**config.mk**
```make
export PLATFORM = sky130hd
export DESIGN_NAME = cdc_sync_filter_flat
export DESIGN_NICKNAME = d
export VERILOG_FILES = /design/src/rtl/cdc_pkg.sv /design/src/rtl/cdc_sync_filter_if.sv /design/src/rtl/cdc_sync_filter_sync_chain.sv /design/src/rtl/cdc_sync_filter.sv /design/src/flat_wrapper.sv
export SDC_FILE = /design/constraint.sdc
export NUM_CORES = 1
export LEC_CHECK = 0
export CORE_UTILIZATION = 54
export CTS_CLUSTER_DIAMETER = 120
export CTS_CLUSTER_SIZE = 12
export DETAILED_ROUTE_END_ITERATION = 6
export GPL_ROUTABILITY_DRIVEN = 0
export PLACE_DENSITY = 0.8
export RECOVER_POWER = 25
export SLEW_MARGIN = 20
export SYNTH_ARGS = -nofsm -noshare
export SYNTH_HDL_FRONTEND = slang
export SYNTH_HIERARCHICAL = 1
export SYNTH_SLANG_ARGS = --single-unit
```
**constraint.sdc**
```tcl
create_clock -name clk -period 4.1 [get_ports clk]
set_input_delay 1.23 -clock clk [delete_from_list [all_inputs] [get_ports clk]]
set_output_delay 1.23 -clock clk [all_outputs]
set_load 0.03 [all_outputs]
```
**src/rtl/cdc_pkg.sv**
```systemverilog
// Shared types and constants for the cdc_sync_filter block.
//   state_e            : qualifier FSM states
//   MIN_STAGES         : shallowest legal synchroniser depth
//   MIN_STABLE_CYCLES  : smallest legal qualification length
//   stages_ok/stable_ok: parameter legality helpers used at elaboration
package cdc_pkg;

  typedef enum logic [0:0] {
    SETTLED = 1'b0,
    QUALIFY = 1'b1
  } state_e;

  localparam int unsigned MIN_STAGES        = 2;
  localparam int unsigned MIN_STABLE_CYCLES = 1;

  function automatic bit stages_ok(input int unsigned stages);
    return stages >= MIN_STAGES;
  endfunction

  function automatic bit stable_ok(input int unsigned cycles);
    return cycles >= MIN_STABLE_CYCLES;
  endfunction

endpackage

```
**src/rtl/cdc_sync_filter_if.sv**
```systemverilog
// Bus bundle for cdc_sync_filter.
//   en, d_in                          : driven by the user (master)
//   d_sync, d_out, changed, rise,
//   fall, stable                      : driven by the filter (slave)
interface cdc_sync_filter_if #(
  parameter int unsigned WIDTH = 10
);

  logic             en;
  logic [WIDTH-1:0] d_in;
  logic [WIDTH-1:0] d_sync;
  logic [WIDTH-1:0] d_out;
  logic             changed;
  logic [WIDTH-1:0] rise;
  logic [WIDTH-1:0] fall;
  logic             stable;

  modport master (
    output en, d_in,
    input  d_sync, d_out, changed, rise, fall, stable
  );

  modport slave (
    input  en, d_in,
    output d_sync, d_out, changed, rise, fall, stable
  );

endinterface

```
**src/rtl/cdc_sync_filter_sync_chain.sv**
```systemverilog
// Multi-bit flop-chain synchroniser, STAGES flops per bit.
//   clk, rst_n : clock and synchronous active-low reset
//   d          : asynchronous input bus
//   q          : output of the last stage
module sync_chain #(
  parameter int unsigned WIDTH  = 10,
  parameter int unsigned STAGES = 2
) (
  input  logic             clk,
  input  logic             rst_n,
  input  logic [WIDTH-1:0] d,
  output logic [WIDTH-1:0] q
);

  logic [STAGES-1:0][WIDTH-1:0] stage_q;
  logic [STAGES-1:0][WIDTH-1:0] stage_d;

  // Shift the bus one stage deeper each cycle; index 0 captures the input.
  always_comb begin
    stage_d = {stage_q[STAGES-2:0], d};
  end

  always_ff @(posedge clk) begin
    if (!rst_n) begin
      stage_q <= '0;
    end else begin
      stage_q <= stage_d;
    end
  end

  assign q = stage_q[STAGES-1];

endmodule

```
**src/rtl/cdc_sync_filter.sv**
```systemverilog
// Input synchroniser with a stability qualifier. The synchronised bus is
// only forwarded to d_out after it has held one value for STABLE_CYCLES
// consecutive cycles; each update emits per-bit rise/fall pulses.
//   clk, rst_n  : clock and synchronous active-low reset
//   bus.en      : qualifier enable (sync chain always runs)
//   bus.d_in    : asynchronous input bus
//   bus.d_sync  : raw synchroniser output
//   bus.d_out   : qualified bus
//   bus.changed : one-cycle pulse when d_out updates
//   bus.rise    : per-bit 0->1 pulse aligned with changed
//   bus.fall    : per-bit 1->0 pulse aligned with changed
//   bus.stable  : SETTLED and d_sync == d_out (combinational)
module cdc_sync_filter
  import cdc_pkg::*;
#(
  parameter int unsigned WIDTH         = 10,
  parameter int unsigned STAGES        = 2,
  parameter int unsigned STABLE_CYCLES = 4
) (
  input logic               clk,
  input logic               rst_n,
  cdc_sync_filter_if.slave  bus
);

  localparam int unsigned     CNT_W    = $clog2(STABLE_CYCLES + 1);
  localparam logic [CNT_W-1:0] CNT_ONE  = CNT_W'(1);
  localparam logic [CNT_W-1:0] CNT_LAST = CNT_W'(STABLE_CYCLES - 1);
  localparam bit              FILTER   = (STABLE_CYCLES > 1);

  // Elaboration-time parameter legality.
  if (!stages_ok(STAGES)) begin : g_bad_stages
    $error("cdc_sync_filter: STAGES must be at least MIN_STAGES");
  end
  if (!stable_ok(STABLE_CYCLES)) begin : g_bad_stable
    $error("cdc_sync_filter: STABLE_CYCLES must be at least 1");
  end

  state_e           state_q, state_d;
  logic [WIDTH-1:0] cand_q, cand_d;
  logic [CNT_W-1:0] cnt_q, cnt_d;
  logic [WIDTH-1:0] d_out_q, d_out_d;
  logic             changed_q, changed_d;
  logic [WIDTH-1:0] rise_q, rise_d;
  logic [WIDTH-1:0] fall_q, fall_d;

  logic [WIDTH-1:0] d_sync;
  logic             diff_out_c;
  logic             match_cand_c;
  logic             cnt_done_c;

  sync_chain #(
    .WIDTH  (WIDTH),
    .STAGES (STAGES)
  ) u_sync_chain (
    .clk   (clk),
    .rst_n (rst_n),
    .d     (bus.d_in),
    .q     (d_sync)
  );

  assign diff_out_c   = (d_sync != d_out_q);
  assign match_cand_c = (d_sync == cand_q);
  assign cnt_done_c   = (cnt_q == CNT_LAST);

  // State register.
  always_ff @(posedge clk) begin
    if (!rst_n) begin
      state_q <= SETTLED;
    end else begin
      state_q <= state_d;
    end
  end

  // Next-state logic; en low freezes the FSM.
  always_comb begin
    state_d = state_q;
    if (bus.en) begin
      unique case (state_q)
        SETTLED: begin
          if (diff_out_c && FILTER) state_d = QUALIFY;
        end
        QUALIFY: begin
          if (!diff_out_c) begin
            state_d = SETTLED;
          end else if (match_cand_c && cnt_done_c) begin
            state_d = SETTLED;
          end
        end
        default: state_d = SETTLED;
      endcase
    end
  end

  // Datapath/output logic: candidate tracking, counter and update pulses.
  always_comb begin
    cand_d    = cand_q;
    cnt_d     = cnt_q;
    d_out_d   = d_out_q;
    changed_d = 1'b0;
    rise_d    = '0;
    fall_d    = '0;
    if (bus.en) begin
      unique case (state_q)
        SETTLED: begin
          if (diff_out_c) begin
            if (!FILTER) begin
              d_out_d   = d_sync;
              changed_d = 1'b1;
              rise_d    = d_sync & ~d_out_q;
              fall_d    = ~d_sync & d_out_q;
            end else begin
              cand_d = d_sync;
              cnt_d  = CNT_ONE;
            end
          end
        end
        QUALIFY: begin
          if (diff_out_c) begin
            if (!match_cand_c) begin
              // New code mid-qualification: restart the count on it.
              cand_d = d_sync;
              cnt_d  = CNT_ONE;
            end else if (cnt_done_c) begin
              // d_sync equals cand here, so it stands in for the new value.
              d_out_d   = d_sync;
              changed_d = 1'b1;
              rise_d    = d_sync & ~d_out_q;
              fall_d    = ~d_sync & d_out_q;
            end else begin
              cnt_d = cnt_q + CNT_ONE;
            end
          end
        end
        default: ;
      endcase
    end
  end

  // Datapath registers.
  always_ff @(posedge clk) begin
    if (!rst_n) begin
      cand_q    <= '0;
      cnt_q     <= '0;
      d_out_q   <= '0;
      changed_q <= 1'b0;
      rise_q    <= '0;
      fall_q    <= '0;
    end else begin
      cand_q    <= cand_d;
      cnt_q     <= cnt_d;
      d_out_q   <= d_out_d;
      changed_q <= changed_d;
      rise_q    <= rise_d;
      fall_q    <= fall_d;
    end
  end

  assign bus.d_sync  = d_sync;
  assign bus.d_out   = d_out_q;
  assign bus.changed = changed_q;
  assign bus.rise    = rise_q;
  assign bus.fall    = fall_q;
  // Reported stable while reset is held, before registers are known.
  assign bus.stable  = !rst_n || ((state_q == SETTLED) && !diff_out_c);

endmodule

```
**src/flat_wrapper.sv**
```systemverilog
// flat-port wrapper written by rule: the top's interface ports become plain ports
module cdc_sync_filter_flat import cdc_pkg::*;
#(
  parameter int unsigned WIDTH         = 10,
  parameter int unsigned STAGES        = 2,
  parameter int unsigned STABLE_CYCLES = 4
)
  (clk, rst_n, bus_en, bus_d_in, bus_d_sync, bus_d_out, bus_changed, bus_rise, bus_fall, bus_stable);
  cdc_sync_filter_if #(.WIDTH(WIDTH)) bus_i ();
  input logic clk;
  input logic rst_n;
  input wire logic [$bits(bus_i.en)-1:0] bus_en;
  input wire logic [$bits(bus_i.d_in)-1:0] bus_d_in;
  output wire logic [$bits(bus_i.d_sync)-1:0] bus_d_sync;
  output wire logic [$bits(bus_i.d_out)-1:0] bus_d_out;
  output wire logic [$bits(bus_i.changed)-1:0] bus_changed;
  output wire logic [$bits(bus_i.rise)-1:0] bus_rise;
  output wire logic [$bits(bus_i.fall)-1:0] bus_fall;
  output wire logic [$bits(bus_i.stable)-1:0] bus_stable;
  assign bus_i.en = bus_en;
  assign bus_i.d_in = bus_d_in;
  assign bus_d_sync = bus_i.d_sync;
  assign bus_d_out = bus_i.d_out;
  assign bus_changed = bus_i.changed;
  assign bus_rise = bus_i.rise;
  assign bus_fall = bus_i.fall;
  assign bus_stable = bus_i.stable;
  cdc_sync_filter #(.WIDTH(WIDTH), .STAGES(STAGES), .STABLE_CYCLES(STABLE_CYCLES)) u_core (.clk(clk), .rst_n(rst_n), .bus(bus_i));
endmodule
```
==> impl_summary.md <==
Final layout
The layout has 313 filler cells. The sequential cell area in the final layout is 1300 sq um. The number of antenna diodes in the final layout is 0. From synthesis to final layout, the design area changed by 31.0%.

In the final design database the tool counted 334 nets. In the final layout, the share of cells above drive strength 1 is 10.2%. The multi-input logic area is 1110 sq um.

Place
Summed over all nets, the half-perimeter wirelength after detailed placement is 3.00 mm. The worst-case setup slack after placement is 0.906 ns. The count of buffers inserted at the top-level ports is 54.

Worst setup path
The number of buffers and inverters on the critical path is 2. The signal arrival time at the worst endpoint is 2.09 ns. On the critical path, the stage with the largest delay is an instance of dfxtp_1. The critical path's largest stage delay is 0.48 ns. The worst setup path is launched from a register.

In this run the worst path has a maximum fanout of 6. Walking the worst path, the cells encountered are inv_1, ha_1, nand2_1, or3_1, o21ai_0, buf_4. Data on the critical path is required at its endpoint by 2.87 ns.

The cell family with the largest share of critical-path delay is simple AND/OR/NAND/NOR gates. The critical path endpoint category is an output pin. The kind of critical path is reg2out.

Routing
For this block, the initial DRC count from the detailed router was 91. Dividing the detail-routed via count by the number of cells gives 4.77. The wire length on met2 is 1.94 mm. For this run, the detailed router's first-pass iteration total came to 7. Detailed routing inserted a total of 1699 vias. The highest metal layer carrying signal wires in the routed design is met4. The post-detailed-route DRC marker count is 14. The final wirelength is 4.23 mm. The met3 wire length is 214 microns. The met1 wire length is 1.98 mm. The number of nets with antenna violations after detailed routing is 0. After detailed routing, the average wire length per cell comes to 11.9 microns.

Clock tree
Gates resized during post-CTS repair numbered 0. The count of buffers added by post-CTS timing repair for setup is 0. After clock tree synthesis, the flow added hold-fix buffers numbering 0.

Clock-pin slew was measured on the worst setup and hold paths at 0.06 ns. The root buffer cell is clkbuf_8. Counting every sink on the clock net gives 65. TritonCTS created 9 clock buffers.

The clock tree synthesis step divided the H-tree into 3 levels. At the later pin of the worst-skew pair, clock insertion delay measures 0.33 ns. In this run the deepest clock path goes through 2 buffers. The CTS tree is built.

GRT
The initial antenna violation count is 0. The overall track demand over capacity in global routing is 18.7%. The number of global-route vias before repair is 1648. Entering global routing, the biggest net connects 37 pins. The first-pass GRT wire length is 7.13 mm. The leftover overflow at the end of global routing is 0.

Status
The run finished, with violations left. The checks that failed: DRC.

Power
Across the VDD grid, the largest voltage drop is 0.238 mV. In this run the power density over the cells is 399 nW/um^2. The analysis attributes to cell leakage a power of 1.45 nW.

Logic synthesis
After synthesis, the cell types taking the most area are dfxtp_1, ha_1, mux2i_1. Synthesis produced 241 cells. dfxtp_1 takes more of the synthesized area than any other cell. After synthesis, the largest area contributor takes up 51.1% of total cell area. The share of the Yosys chip area taken by registers is 51.1%. Counting flops with an async set or reset pin after synthesis yields a share of 0%. The mean post-synth cell area is 10.6 sq um.

The most common cell in the synthesized netlist is dfxtp_1. For this run, the number of Yosys warnings is 6. The leading register cell type out of synthesis is dfxtp_1.

By count the netlist is led by dfxtp_1, and2_1, ha_1. When the netlist entered floorplanning its net count stood at 276. The post-synthesis cell area is 2550 sq um. The number of enable flip-flop cells after synthesis is 0.

The number of unique standard cell types used by synthesis is 30. Synthesis inferred 65 register bits.

Timing
Adding up every negative setup slack in the final design gives 0 ns. Setup repair after global routing left no endpoint under its margin. The final hold violation count was 0. Once routing completed, OpenROAD measured the worst setup slack at 0.777 ns. The final critical delay including setup and external delays is 3.32 ns. The setup skew after layout is 0.00840 ns. The headroom to the max-slew limit is 50.6%. At the pin with the least slew margin, the transition time is 0.739 ns. The count of final setup violators is 0. The number of pins with negative max-slew slack in the final report is 0.

Static timing analysis puts the maximum clock frequency at 0.301 GHz. After layout, the worst path uses 81.0% of the clock period.

Floorplan
In this run the horizontal extent of the chip is 70.7 microns. The top-level port count is 55. The initial utilization of the core area, before any placement, comes to 57.3%. The floorplan step defined a die boundary enclosing 5000 sq um.

From bottom edge to top edge, the die measures 70.7 microns. The area of the core is 4440 sq um. In this run the core area contains 24 standard-cell rows.

Job
The tool flagged a number of max-cap violations equal to 0.

Hold path
The worst hold path belongs to the class reg2reg.
[cell families (layout without fill, tap and decap cells)]
logic type	after synthesis	count (layout)	synth area share (%)
mux	20	20	7.86
buf+inv	31	94	5.35
fa+ha+maj	22	22	10.8
flops	65	65	51.1
compound gates	8	8	1.96
simple gates	85	85	19.5
xor+xnor	10	10	3.44
[routing by layer]
metal | track usage, % | up-vias
li1 | - | 885
met1 | 21.9 | 752
met2 | 31.2 | 52
met3 | 4.99 | 10
met4 | 10.4 | 0
met5 | 0 | -
[sequential cells by signal (all words and copies together) (netlist names)]
signal	flops
u_core/u_sync_chain/stage_d	10
u_core/bus.d_out	10
u_core/cnt_q	3
u_core/bus.fall	10
u_core/state_q	1
u_core/bus.changed	1
u_core/u_sync_chain/q	10
u_core/bus.rise	10
u_core/cand_q	10
[area by class of cell]
| type | count | share of cell area (%) |
|---|---|---|
| Clock buffer | 15 | 5.88 |
| Clock inverter | 1 | 0.900 |
| Inverter | 22 | 2.47 |
| Multi-Input combinational cell | 145 | 33.2 |
| Sequential cell | 65 | 39.0 |
| Tap cell | 52 | 1.95 |
| Timing Repair Buffer | 56 | 16.6 |
[cell usage in the layout (no fill, tap or decap), types with 2 or more instances in the layout]
master            n
inv_1            21
o21ai_0           3
and4_1            2
xor2_1            7
ha_1             22
and2_2           11
and2_0            3
a21oi_1           2
dfxtp_1          65
clkbuf_8         14
nand2_1          16
clkdlybuf4s50_1  52
xnor2_1           3
and2_1           26
nor2_1           14
mux2i_1          20
nand4_1           3
buf_4             3
nor3_1            2
[stage by stage]
| step | cells | util, % | power (mW) | hold slack [ns] | cell area, sq um |
|---|---|---|---|---|---|
| floorplan | 241 | - | 0.727 | 0.412 | 2550 |
| global placement | 340 | 70.0 | 0.756 | 0.414 | 3110 |
| detailed placement | 340 | 70.0 | 0.759 | 0.420 | 3110 |
| CTS | 356 | 75.1 | 1.34 | 0.435 | 3340 |
| global route | 356 | 75.1 | 1.38 | 0.463 | 3340 |
| finish | 356 | 75.1 | 1.33 | 0.433 | 3340 |
[worst paths after layout]
check	slack (ns)	from	cells after the start	to
min reg2reg	0.43	u_core/u_sync_chain/stage_d[17]$_SDFF_PN0_	1	u_core/u_sync_chain/q[7]$_SDFF_PN0_
min	0.43	u_core/u_sync_chain/stage_d[17]$_SDFF_PN0_	1	u_core/u_sync_chain/q[7]$_SDFF_PN0_
max	0.78	u_core/u_sync_chain/q[3]$_SDFF_PN0_	6	bus_stable
max reg2reg	1.74	u_core/u_sync_chain/q[3]$_SDFF_PN0_	7	u_core/bus.d_out[4]$_SDFFE_PN0P_
[where the power goes]
part	switching [mW]	internal, mW	total, mW	leakage (nW)
logic	0.0441	0.0415	0.0857	0.807
clock network	0.222	0.364	0.587	0.116
registers	0.0125	0.646	0.658	0.529
Power figures use the tool's default switching activity.
